<file path="config.mk">
export PLATFORM = sky130hd
export DESIGN_NAME = toy_ldu_wb
export DESIGN_NICKNAME = d
export VERILOG_FILES = /design/src/rtl/toy_ldu_wb_pkg.sv /design/src/rtl/toy_ldu_wb_extract.sv /design/src/rtl/toy_ldu_wb.sv
export SDC_FILE = /design/constraint.sdc
export NUM_CORES = 1
export LEC_CHECK = 0
export CORE_MARGIN = 2
export CORE_UTILIZATION = 45
export CTS_CLUSTER_DIAMETER = 120
export DETAILED_ROUTE_END_ITERATION = 16
export PLACE_DENSITY = 0.75
export SLEW_MARGIN = 20
export SYNTH_ARGS = -nofsm -noshare
export SYNTH_HDL_FRONTEND = slang
export SYNTH_SLANG_ARGS = --single-unit
</file>
<file path="constraint.sdc">
create_clock -name clk -period 8.4 [get_ports clk]
set_clock_uncertainty 0.05 [all_clocks]
set_input_delay 1.68 -clock clk [delete_from_list [all_inputs] [get_ports clk]]
set_output_delay 1.68 -clock clk [all_outputs]
set_load 0.02 [all_outputs]
</file>
<file path="src/rtl/toy_ldu_wb_pkg.sv">
// Shared types and constants for the load writeback stage (toy_ldu_wb).
// ldu_pkg is the packet produced by the toy_ldu decode stage. ldu_wb_pkg is
// the packet handed to the register-file/commit arbiter. The misalign bit in
// ldu_wb_pkg is always present. It is driven only when
// TOY_LDU_WB_MISALIGN_CHK_EN is defined; otherwise it is tied to 0.
package toy_ldu_wb_pkg;

  localparam int LDU_ADDR_W   = 32;
  localparam int LDU_DATA_W   = 32;
  localparam int LSID_W       = 4;
  localparam int INST_ID_W    = 8;
  localparam int ARCH_IDX_W   = 6;
  localparam int LDU_WB_DEPTH = 4;
  localparam int OFFSET_WIDTH = 2;

  // RV32 load funct3 encodings
  localparam logic [2:0] F3_LB  = 3'b000;
  localparam logic [2:0] F3_LH  = 3'b001;
  localparam logic [2:0] F3_LW  = 3'b010;
  localparam logic [2:0] F3_LBU = 3'b100;
  localparam logic [2:0] F3_LHU = 3'b101;

  typedef struct packed {
    logic [LDU_ADDR_W-1:0] mem_req_addr;
    logic [3:0]            mem_req_strb;
    logic [2:0]            funct3;
    logic [LSID_W-1:0]     lsid;
    logic [4:0]            inst_rd;
    logic                  inst_rd_en;
    logic                  inst_fp_rd_en;
    logic [LDU_ADDR_W-1:0] inst_pc;
    logic [INST_ID_W-1:0]  inst_id;
    logic [ARCH_IDX_W-1:0] arch_reg_index;
    logic                  c_ext;
  } ldu_pkg;

  typedef struct packed {
    logic [LDU_DATA_W-1:0] reg_val;
    logic [4:0]            inst_rd;
    logic                  inst_rd_en;
    logic                  inst_fp_rd_en;
    logic [ARCH_IDX_W-1:0] arch_reg_index;
    logic [LSID_W-1:0]     lsid;
    logic [INST_ID_W-1:0]  inst_id;
    logic [LDU_ADDR_W-1:0] inst_pc;
    logic                  c_ext;
    logic                  misalign;
  } ldu_wb_pkg;

  // Per-entry metadata kept while a load is outstanding
  typedef struct packed {
    logic [LSID_W-1:0]       lsid;
    logic [4:0]              inst_rd;
    logic                    inst_rd_en;
    logic                    inst_fp_rd_en;
    logic [LDU_ADDR_W-1:0]   inst_pc;
    logic [INST_ID_W-1:0]    inst_id;
    logic [ARCH_IDX_W-1:0]   arch_reg_index;
    logic                    c_ext;
    logic [OFFSET_WIDTH-1:0] offset;
    logic [2:0]              funct3;
  } ldu_wb_ent_t;

  // Halfword loads need an even address, word loads a word-aligned one
  function automatic logic is_misalign(input logic [2:0] f3,
                                       input logic [OFFSET_WIDTH-1:0] off);
    logic m;
    m = 1'b0;
    if ((f3 == F3_LH) || (f3 == F3_LHU)) m = off[0];
    else if (f3 == F3_LW)                m = |off;
    return m;
  endfunction

endpackage

</file>
<file path="src/rtl/toy_ldu_wb_extract.sv">
// Purely combinational load data extraction. It shifts the returned word down
// by the byte offset, then sign- or zero-extends it according to funct3.
module toy_ldu_wb_extract
  import toy_ldu_wb_pkg::*;
#(
  parameter int DATA_WIDTH = 32
) (
  input  logic [DATA_WIDTH-1:0]   data,
  input  logic [OFFSET_WIDTH-1:0] offset,
  input  logic [2:0]              funct3,
  output logic [DATA_WIDTH-1:0]   val
);

  logic [DATA_WIDTH-1:0] shifted;

  // Align the addressed byte/halfword to bit 0, then extend per funct3
  always_comb begin
    shifted = data >> {offset, 3'b000};
    case (funct3)
      F3_LB:   val = {{(DATA_WIDTH-8){shifted[7]}}, shifted[7:0]};
      F3_LBU:  val = {{(DATA_WIDTH-8){1'b0}}, shifted[7:0]};
      F3_LH:   val = {{(DATA_WIDTH-16){shifted[15]}}, shifted[15:0]};
      F3_LHU:  val = {{(DATA_WIDTH-16){1'b0}}, shifted[15:0]};
      default: val = data;
    endcase
  end

endmodule

</file>
<file path="src/rtl/toy_ldu_wb.sv">
// Load response / writeback stage. It issues memory reads for decoded loads
// and tracks up to DEPTH outstanding loads in order. Acks are captured into
// the tracking entries, and the extracted data at the head is presented as a
// writeback packet.
// Optional: TOY_LDU_WB_MISALIGN_CHK_EN flags misaligned LH/LHU/LW loads and
// forces their reg_val to 0.
module toy_ldu_wb
  import toy_ldu_wb_pkg::*;
#(
  parameter int DEPTH      = LDU_WB_DEPTH,
  parameter int ADDR_WIDTH = 32,
  parameter int DATA_WIDTH = 32
) (
  input  logic                  clk,
  input  logic                  rst_n,
  input  logic                  s_load_vld,
  input  ldu_pkg                s_load_pld,
  output logic                  s_load_rdy,
  output logic                  m_mem_req_vld,
  input  logic                  m_mem_req_rdy,
  output logic [ADDR_WIDTH-1:0] m_mem_req_addr,
  output logic [3:0]            m_mem_req_strb,
  input  logic                  s_mem_ack_vld,
  input  logic [DATA_WIDTH-1:0] s_mem_ack_data,
  output logic                  m_wb_vld,
  input  logic                  m_wb_rdy,
  output ldu_wb_pkg             m_wb_pld
);

  localparam int PW = $clog2(DEPTH);

  logic [PW-1:0] wr_ptr, ack_ptr, rd_ptr;
  logic [PW:0]   count;    // entries allocated
  logic [PW:0]   unacked;  // entries still waiting for their ack

  ldu_wb_ent_t           meta_q [DEPTH];
  logic [DATA_WIDTH-1:0] data_q [DEPTH];
  logic [DEPTH-1:0]      data_vld_q;
`ifdef TOY_LDU_WB_MISALIGN_CHK_EN
  logic [DEPTH-1:0]      misalign_q;
`endif

  logic full, empty, enq, pop, ack;
  logic [DATA_WIDTH-1:0] ext_val;
  ldu_wb_ent_t           head;

  assign full  = (count == (PW+1)'(DEPTH));
  assign empty = (count == '0);

  // Request path is fully combinational; upstream sees the memory's ready
  assign m_mem_req_vld  = s_load_vld & ~full;
  assign s_load_rdy     = m_mem_req_rdy & ~full;
  assign m_mem_req_addr = {s_load_pld.mem_req_addr[ADDR_WIDTH-1:2], 2'b00};
  assign m_mem_req_strb = s_load_pld.mem_req_strb << s_load_pld.mem_req_addr[1:0];

  assign enq = s_load_vld & s_load_rdy;
  // An ack with nothing pending is dropped rather than corrupting an entry
  assign ack = s_mem_ack_vld & (unacked != '0);
  assign pop = m_wb_vld & m_wb_rdy;

  assign head     = meta_q[rd_ptr];
  assign m_wb_vld = ~empty & data_vld_q[rd_ptr];

  // Pointers, occupancy and data-valid flags; these alone define queue state
  always_ff @(posedge clk or negedge rst_n) begin
    if (!rst_n) begin
      wr_ptr     <= '0;
      ack_ptr    <= '0;
      rd_ptr     <= '0;
      count      <= '0;
      unacked    <= '0;
      data_vld_q <= '0;
    end else begin
      if (enq) wr_ptr <= wr_ptr + 1'b1;
      // ack and pop always touch different entries: pop needs data_vld set,
      // ack targets an entry that has not been acked yet
      if (ack) begin
        ack_ptr             <= ack_ptr + 1'b1;
        data_vld_q[ack_ptr] <= 1'b1;
      end
      if (pop) begin
        rd_ptr             <= rd_ptr + 1'b1;
        data_vld_q[rd_ptr] <= 1'b0;
      end
      case ({enq, pop})
        2'b10:   count <= count + 1'b1;
        2'b01:   count <= count - 1'b1;
        default: ;
      endcase
      case ({enq, ack})
        2'b10:   unacked <= unacked + 1'b1;
        2'b01:   unacked <= unacked - 1'b1;
        default: ;
      endcase
    end
  end

  // Entry payload; valid flags gate every use, so no reset is needed here
  always_ff @(posedge clk) begin
    if (enq) begin
      meta_q[wr_ptr].lsid           <= s_load_pld.lsid;
      meta_q[wr_ptr].inst_rd        <= s_load_pld.inst_rd;
      meta_q[wr_ptr].inst_rd_en     <= s_load_pld.inst_rd_en;
      meta_q[wr_ptr].inst_fp_rd_en  <= s_load_pld.inst_fp_rd_en;
      meta_q[wr_ptr].inst_pc        <= s_load_pld.inst_pc;
      meta_q[wr_ptr].inst_id        <= s_load_pld.inst_id;
      meta_q[wr_ptr].arch_reg_index <= s_load_pld.arch_reg_index;
      meta_q[wr_ptr].c_ext          <= s_load_pld.c_ext;
      meta_q[wr_ptr].offset         <= s_load_pld.mem_req_addr[OFFSET_WIDTH-1:0];
      meta_q[wr_ptr].funct3         <= s_load_pld.funct3;
`ifdef TOY_LDU_WB_MISALIGN_CHK_EN
      misalign_q[wr_ptr] <= is_misalign(s_load_pld.funct3,
                                        s_load_pld.mem_req_addr[OFFSET_WIDTH-1:0]);
`endif
    end
    if (ack) data_q[ack_ptr] <= s_mem_ack_data;
  end

  toy_ldu_wb_extract #(.DATA_WIDTH(DATA_WIDTH)) u_extract (
    .data   (data_q[rd_ptr]),
    .offset (head.offset),
    .funct3 (head.funct3),
    .val    (ext_val)
  );

  // Writeback packet straight from the head entry
  always_comb begin
    m_wb_pld                = '0;
    m_wb_pld.reg_val        = ext_val;
    m_wb_pld.inst_rd        = head.inst_rd;
    m_wb_pld.inst_rd_en     = head.inst_rd_en;
    m_wb_pld.inst_fp_rd_en  = head.inst_fp_rd_en;
    m_wb_pld.arch_reg_index = head.arch_reg_index;
    m_wb_pld.lsid           = head.lsid;
    m_wb_pld.inst_id        = head.inst_id;
    m_wb_pld.inst_pc        = head.inst_pc;
    m_wb_pld.c_ext          = head.c_ext;
`ifdef TOY_LDU_WB_MISALIGN_CHK_EN
    m_wb_pld.misalign = misalign_q[rd_ptr];
    if (misalign_q[rd_ptr]) m_wb_pld.reg_val = '0;
`endif
  end

  // Acks arrive strictly for issued requests
  a_ack_has_pending: assert property (@(posedge clk) disable iff (!rst_n)
    s_mem_ack_vld |-> (unacked != '0));

endmodule

</file>
==> qor.yml, run 1 <==
status: "complete, no violations"
routed.top_layer: "met4"
place.gp.congestion: 0.848
synth_top_area_share: 0.726
grt-ovfl-total: 0
final_hold_viol_count: 0
power_density_nw_per_um2: 374
min_period_over_period: 0.714
syn_area_um2: 15700
tns_ns: 0
tritoncts: "yes"
timing.rr.end: "count[2]"
dpl_cell_area_um2: 18000
fmax_mhz: 167
fp.dieW_um: 191
grt_pass1_vias: 7963
path_max_fanout: 43
rows: 68
hold_path_end: "unacked[2]"
vias_per_cell: 5.26
clkLatencyLatePin_ns: 0.54
synth_common_cells: "380 x edfxtp_1, 94 x mux4_2, 46 x nand2_1, 36 x buf_4, 19 x inv_1"
period_minus_slack_ns: 5.99
postCtsResizedCells: 0
reg2reg_slack_ns: 4.77
synth_edf_count: 380
final_nets: 1101
holdCritPathClass: "reg -> reg"
start_util: 0.456
synthAdderAreaFrac: 0.0137
synth.area.top_cells: "edfxtp_1 73%, mux4_2 13%, dfrtp_1 2.5%"
setup_viol: 0
wl_met1_um: 12600
cts_setup_buffers: 0
avgRoutedWirePerCell_um: 21.6
arrival_ns: 4.26
synthFlopType: "edfxtp_1"
grt_max_degree: 64
via_count: 7571
cts_made_buffers: 41
clk_pin_slew_ns: 0.07
core_um2: 34500
min_from: "unacked[2]"
groute.usage.overall: 0.172
io_pins: 265
cts_sinks: 396
ys_ff_latch: 396
clock_path_buffers: 3
tightest_slew_ns: 0.972
finalMaxSlewViolations: 0
port_buffers: 201
syn_inst: 760
slowest_stage: "buf_4"
dp.cells: 1362
critical_path_class: "reg -> out"
die_height_um: 191
synth-compound-area-share: 0.0241
firstDrtPassIters: 5
n_fill_cell: 2618
ant_nets: 0
met2_length_um: 15200
synth_seq_area_share: 0.752
area_growth_pct: 22.9
h-tree-depth: 2
drc: 0
root_buffer: "clkbuf_16"
drt-total-wl_um: 31100
drt-initial-drc-count: 477
synth_top_family_by_area: "multiplexers"
synth_largest_area_cell: "edfxtp_1"
wl_met3_um: 2620
relSlewSlack: 0.352
worstPathRequired_ns: 6.67
die_area_um2: 36400
synth_cell_types: 39
antenna_found_initial: 3
synthSimpleGateAreaFrac: 0.0209
worst_r2r_path_depth: 9
ir_worst_vdd_mv: 0.305
drv_cap: 0
ys_warn_count: 0
fin_cells: 1438
synth-xor-area-share: 0.00557
hold_buffers: 0
grt_pass1_wl_um: 46900
rsz0062_at_grt: "no"
path_cells: "buf_4, mux4_1, mux2i_4, o32ai_1, o21ai_2, nand2_1, clkdlybuf4s50_1"
synth.most_common_cell: "edfxtp_1"
p_leak_nw: 6.43
async_flop_share: 0.0404
cp-start-kind: "flop"
drive_gt1_frac: 0.178
whs_path_depth: 1
design_area_um2: 19300
reg2reg_from: "rd_ptr[1]"
avgSynthCellArea_um2: 20.7
cp-end-kind: "primary output"
cpPeakStageDelay_ns: 0.74
hpwl_um: 19500
synth_mux_area_frac: 0.152
[layout make-up]
type	count	area, um^2	share of cell area
diodes	3	7.51	0.000389
clock buffers	57	1160	0.0599
clock inverters	16	184	0.00952
inverters	19	71.3	0.00369
multi-input cells	280	3410	0.177
flip-flops and latches	396	11800	0.612
well taps	455	569	0.0295
repair buffers	212	2090	0.108
[through the flow]
stage               setup WS, ns  hold slack [ns]  total power [mW]  utilization
floorplan                   3.89            0.393              4.44            -
global placement            3.00            0.407              5.51        0.521
detailed placement          2.87            0.410              5.55        0.521
CTS                         2.28            0.423              7.31        0.560
global route                2.10            0.430              7.58        0.560
finish                      2.41            0.421              7.22        0.560
[worst max-delay path, delay by kind of cell (launching register included)]
kind	cells	cell delay (ns)
AND/OR/NAND/NOR	1	0.14
buffers and inverters	2	1.32
AO/OA/AOI/OAI	2	0.66
flip-flops	1	0.64
multiplexers	2	0.95
[sequential cells by signal (all words and copies together) (netlist names)]
signal and count:
meta_q 252, ack_ptr 2, data_q 128, unacked 3, rd_ptr 2, count 3, data_vld_q 4, wr_ptr 2
[report_power, final]
part           internal [mW]  leakage, nW  total (mW)  switching [mW]
logic                   1.33         2.14        2.83            1.50
clock network           1.03        0.649        1.76           0.723
registers               2.48         3.64        2.64           0.154
[routing by layer]
| metal | vias to the layer above | global-route usage |
|---|---|---|
| met1 | 3850 | 0.221 |
| met3 | 78 | 0.0558 |
| met5 | - | 0 |
| met4 | 0 | 0.0599 |
| met2 | 224 | 0.276 |
| li1 | 3419 | - |
[placed cells by master (no fill, tap or decap), types with 5 or more instances in the layout]
cell type | netlist | final
mux4_2 | 94 | 94
nor2_1 | 15 | 15
ha_1 | 14 | 14
clkbuf_1 | 10 | 10
buf_4 | 36 | 11
clkinv_1 | 0 | 5
clkbuf_8 | 0 | 5
xnor2_1 | 7 | 7
and2_1 | 6 | 6
o22ai_1 | 9 | 9
mux2i_1 | 18 | 18
inv_1 | 19 | 19
o21ai_0 | 12 | 12
a21oi_1 | 9 | 9
o22a_1 | 8 | 8
clkbuf_16 | 0 | 42
nand2_1 | 46 | 46
dfrtp_1 | 16 | 14
o21ai_1 | 8 | 8
edfxtp_1 | 380 | 380
clkdlybuf4s50_1 | 0 | 201
[cells by family (layout without fill, tap and decap cells)]
group / after synthesis / in the layout
muxes: 116 / 116
and+or+nand+nor: 77 / 77
adders and majority gates: 16 / 16
other: 1 / 6
xor gates and xnor gates: 10 / 10
buffers and inverters: 86 / 304
AOI/OAI and AO/OA: 58 / 58
DFF: 396 / 396
[worst max path at each step]
| stage | startpoint | end | slack, ns | cells after the start |
|---|---|---|---|---|
| after floorplan | s_load_vld | meta_q[0][0] | 3.89 | 2 |
| after global placement | rd_ptr[0] | m_wb_pld[85] | 3.00 | 7 |
| after detailed placement | rd_ptr[0] | m_wb_pld[79] | 2.87 | 7 |
| final | rd_ptr[0] | m_wb_pld[83] | 2.41 | 7 |
| after CTS | rd_ptr[0] | m_wb_pld[79] | 2.28 | 7 |
| after global routing | rd_ptr[0] | m_wb_pld[79] | 2.10 | 7 |
Note: power is estimated with default switching activity, not from simulation.
==> inputs of run 2 (changes only) <==
--- a/config.mk
+++ b/config.mk
@@ -9,7 +9,7 @@
 export CORE_UTILIZATION = 45
 export CTS_CLUSTER_DIAMETER = 120
 export DETAILED_ROUTE_END_ITERATION = 16
-export PLACE_DENSITY = 0.75
+export PLACE_DENSITY = 0.78
 export SLEW_MARGIN = 20
 export SYNTH_ARGS = -nofsm -noshare
 export SYNTH_HDL_FRONTEND = slang
==> constraint.sdc (replaced) <==
create_clock -name clk -period 5.21 [get_ports clk]
set_clock_uncertainty 0.05 [all_clocks]
set_input_delay 1.042 -clock clk [delete_from_list [all_inputs] [get_ports clk]]
set_output_delay 1.042 -clock clk [all_outputs]
set_load 0.02 [all_outputs]
==> run 2 against run 1 <==
Core utilization about the same. Setup slack got worse by 2.0 ns. Flip-flop and latch count unchanged. Hold slack improved by 0.014 ns. Critical path type unchanged. Critical endpoint is now m_wb_pld[81]. Largest power group unchanged.
==> qor.yml, run 2 (synthesized netlist as in run 1, its figures left out) <==
min_period_over_period: 0.921
n_fill_cell: 2563
finalWorstSetupSlack_ns: 0.412
p_leak_nw: 6.43
grt_pass1_vias: 7928
final_nets: 1102
start_util: 0.456
port_buffers: 201
clock_path_buffers: 3
cts_made_buffers: 40
finalHoldWorstSlack_ns: 0.435
rows: 68
holdCritPathClass: "reg -> reg"
tightest_slew_ns: 1.03
place_ws_ns: 0.906
cp-end-kind: "primary output"
tns_ns: 0
final_hold_viol_count: 0
reg.largest.list: "meta_q: 252 flops, data_q: 128 flops, data_vld_q: 4 flops"
hold_buffers: 0
cp-start-kind: "flop"
antenna_found_initial: 4
ant_nets: 0
avgRoutedWirePerCell_um: 21.7
period_minus_slack_ns: 4.80
path_cells: "buf_12, mux4_1, mux2i_4, o32ai_1, o21ai_2, nand2_1, clkdlybuf4s50_1"
top_register: "meta_q"
grt_max_degree: 64
cts_setup_buffers: 0
die_height_um: 191
place.gp.congestion: 0.882
final_common_cell: "edfxtp_1"
fmax_mhz: 208
vias_per_cell: 5.35
ir_worst_vdd_mv: 0.487
drive_gt1_frac: 0.178
drt-initial-drc-count: 414
tritoncts: "yes"
clkLatencyLatePin_ns: 0.53
critPathBufInv: 2
groute.usage.overall: 0.172
grt_pass1_wl_um: 47200
area_growth_pct: 22.9
status: "complete, no violations"
io_pins: 265
drc: 0
grt-ovfl-total: 0
layout_common_cells: "380 x edfxtp_1, 201 x clkdlybuf4s50_1, 94 x mux4_2, 46 x nand2_1, 40 x clkbuf_16"
critical_path_class: "reg -> out"
total_power_mw: 11.6
postCtsResizedCells: 0
cpPeakStageDelay_ns: 0.71
via_count: 7656
path_max_fanout: 53
slowest_stage: "mux4_1"
power_density_nw_per_um2: 602
core_um2: 34500
fp.dieW_um: 191
rsz0062_at_grt: "no"
finalMaxSlewViolations: 0
hpwl_um: 19300
setup_viol: 0
largest_reg_flops: 252
clk_pin_slew_ns: 0.06
firstDrtPassIters: 5
worstPathRequired_ns: 4.12
h-tree-depth: 2
root_buffer: "clkbuf_16"
arrival_ns: 3.71
die_area_um2: 36400
drv_cap: 0
drt-total-wl_um: 31100
cts_sinks: 396
critical-path-top-delay-family: "buffers and inverters"
relSlewSlack: 0.313
run 2: cell types whose count changed in the layout (fill, tap and decap cells not counted), moves of 2 or more:
| cell | change |
|---|---|
| clkbuf_8 | -3 |
| bufinv_16 | +2 |
| and3_4 | +4 |
| and3_2 | -4 |
| clkbuf_1 | -5 |
| diode_2 | -2 |
| clkinv_2 | +2 |
| clkbuf_16 | -2 |
run 2: metrics by stage:
step / area [um^2] / util / instances
final: 19300 / 0.561 / 1432
after global routing: 19300 / 0.561 / 1432
after CTS: 19300 / 0.560 / 1431
after detailed placement: 18000 / 0.523 / 1364
after global placement: 18000 / 0.523 / 1364
after floorplan: 15700 / - / 762
run 2: final timing paths:
path,cells after the start,slack (ns),endpoint,from
setup / recovery,7,0.41,m_wb_pld[81],rd_ptr[0]
hold / removal,1,0.44,unacked[2],unacked[2]
setup reg to reg,10,1.47,count[2],rd_ptr[1]
hold reg to reg,1,0.44,unacked[2],unacked[2]
max in group asynchronous,1,3.64,rd_ptr[0],rst_n
min in group asynchronous,1,0.91,data_vld_q[0],rst_n
run 2: layout make-up:
cell class              instances  area (um^2)  share of cell area
diodes                          1         2.50            0.000130
clock buffers                  47         1050              0.0542
multi-input cells             280         3430               0.177
inverters                      19         71.3             0.00369
well taps                     455          569              0.0295
clock inverters                20          258              0.0133
repair buffers                214         2120               0.110
flip-flops and latches        396        11800               0.612
run 2: where the power goes:
| group | switching, mW | total, mW | internal (mW) | leakage, nW |
|---|---|---|---|---|
| combinational | 2.53 | 4.69 | 2.16 | 2.15 |
| sequential | 0.143 | 4.15 | 4.00 | 3.64 |
| clock | 1.16 | 2.80 | 1.65 | 0.636 |
| total | 3.82 | 11.6 | 7.81 | 6.43 |
run 2: metal layers:
metal	global-route usage	wire, um	vias to the layer above
met5	0	40	-
met3	0.0591	2890	76
met1	0.220	12200	3881
met2	0.276	15100	290
met4	0.0572	861	6
li1	-	-	3403
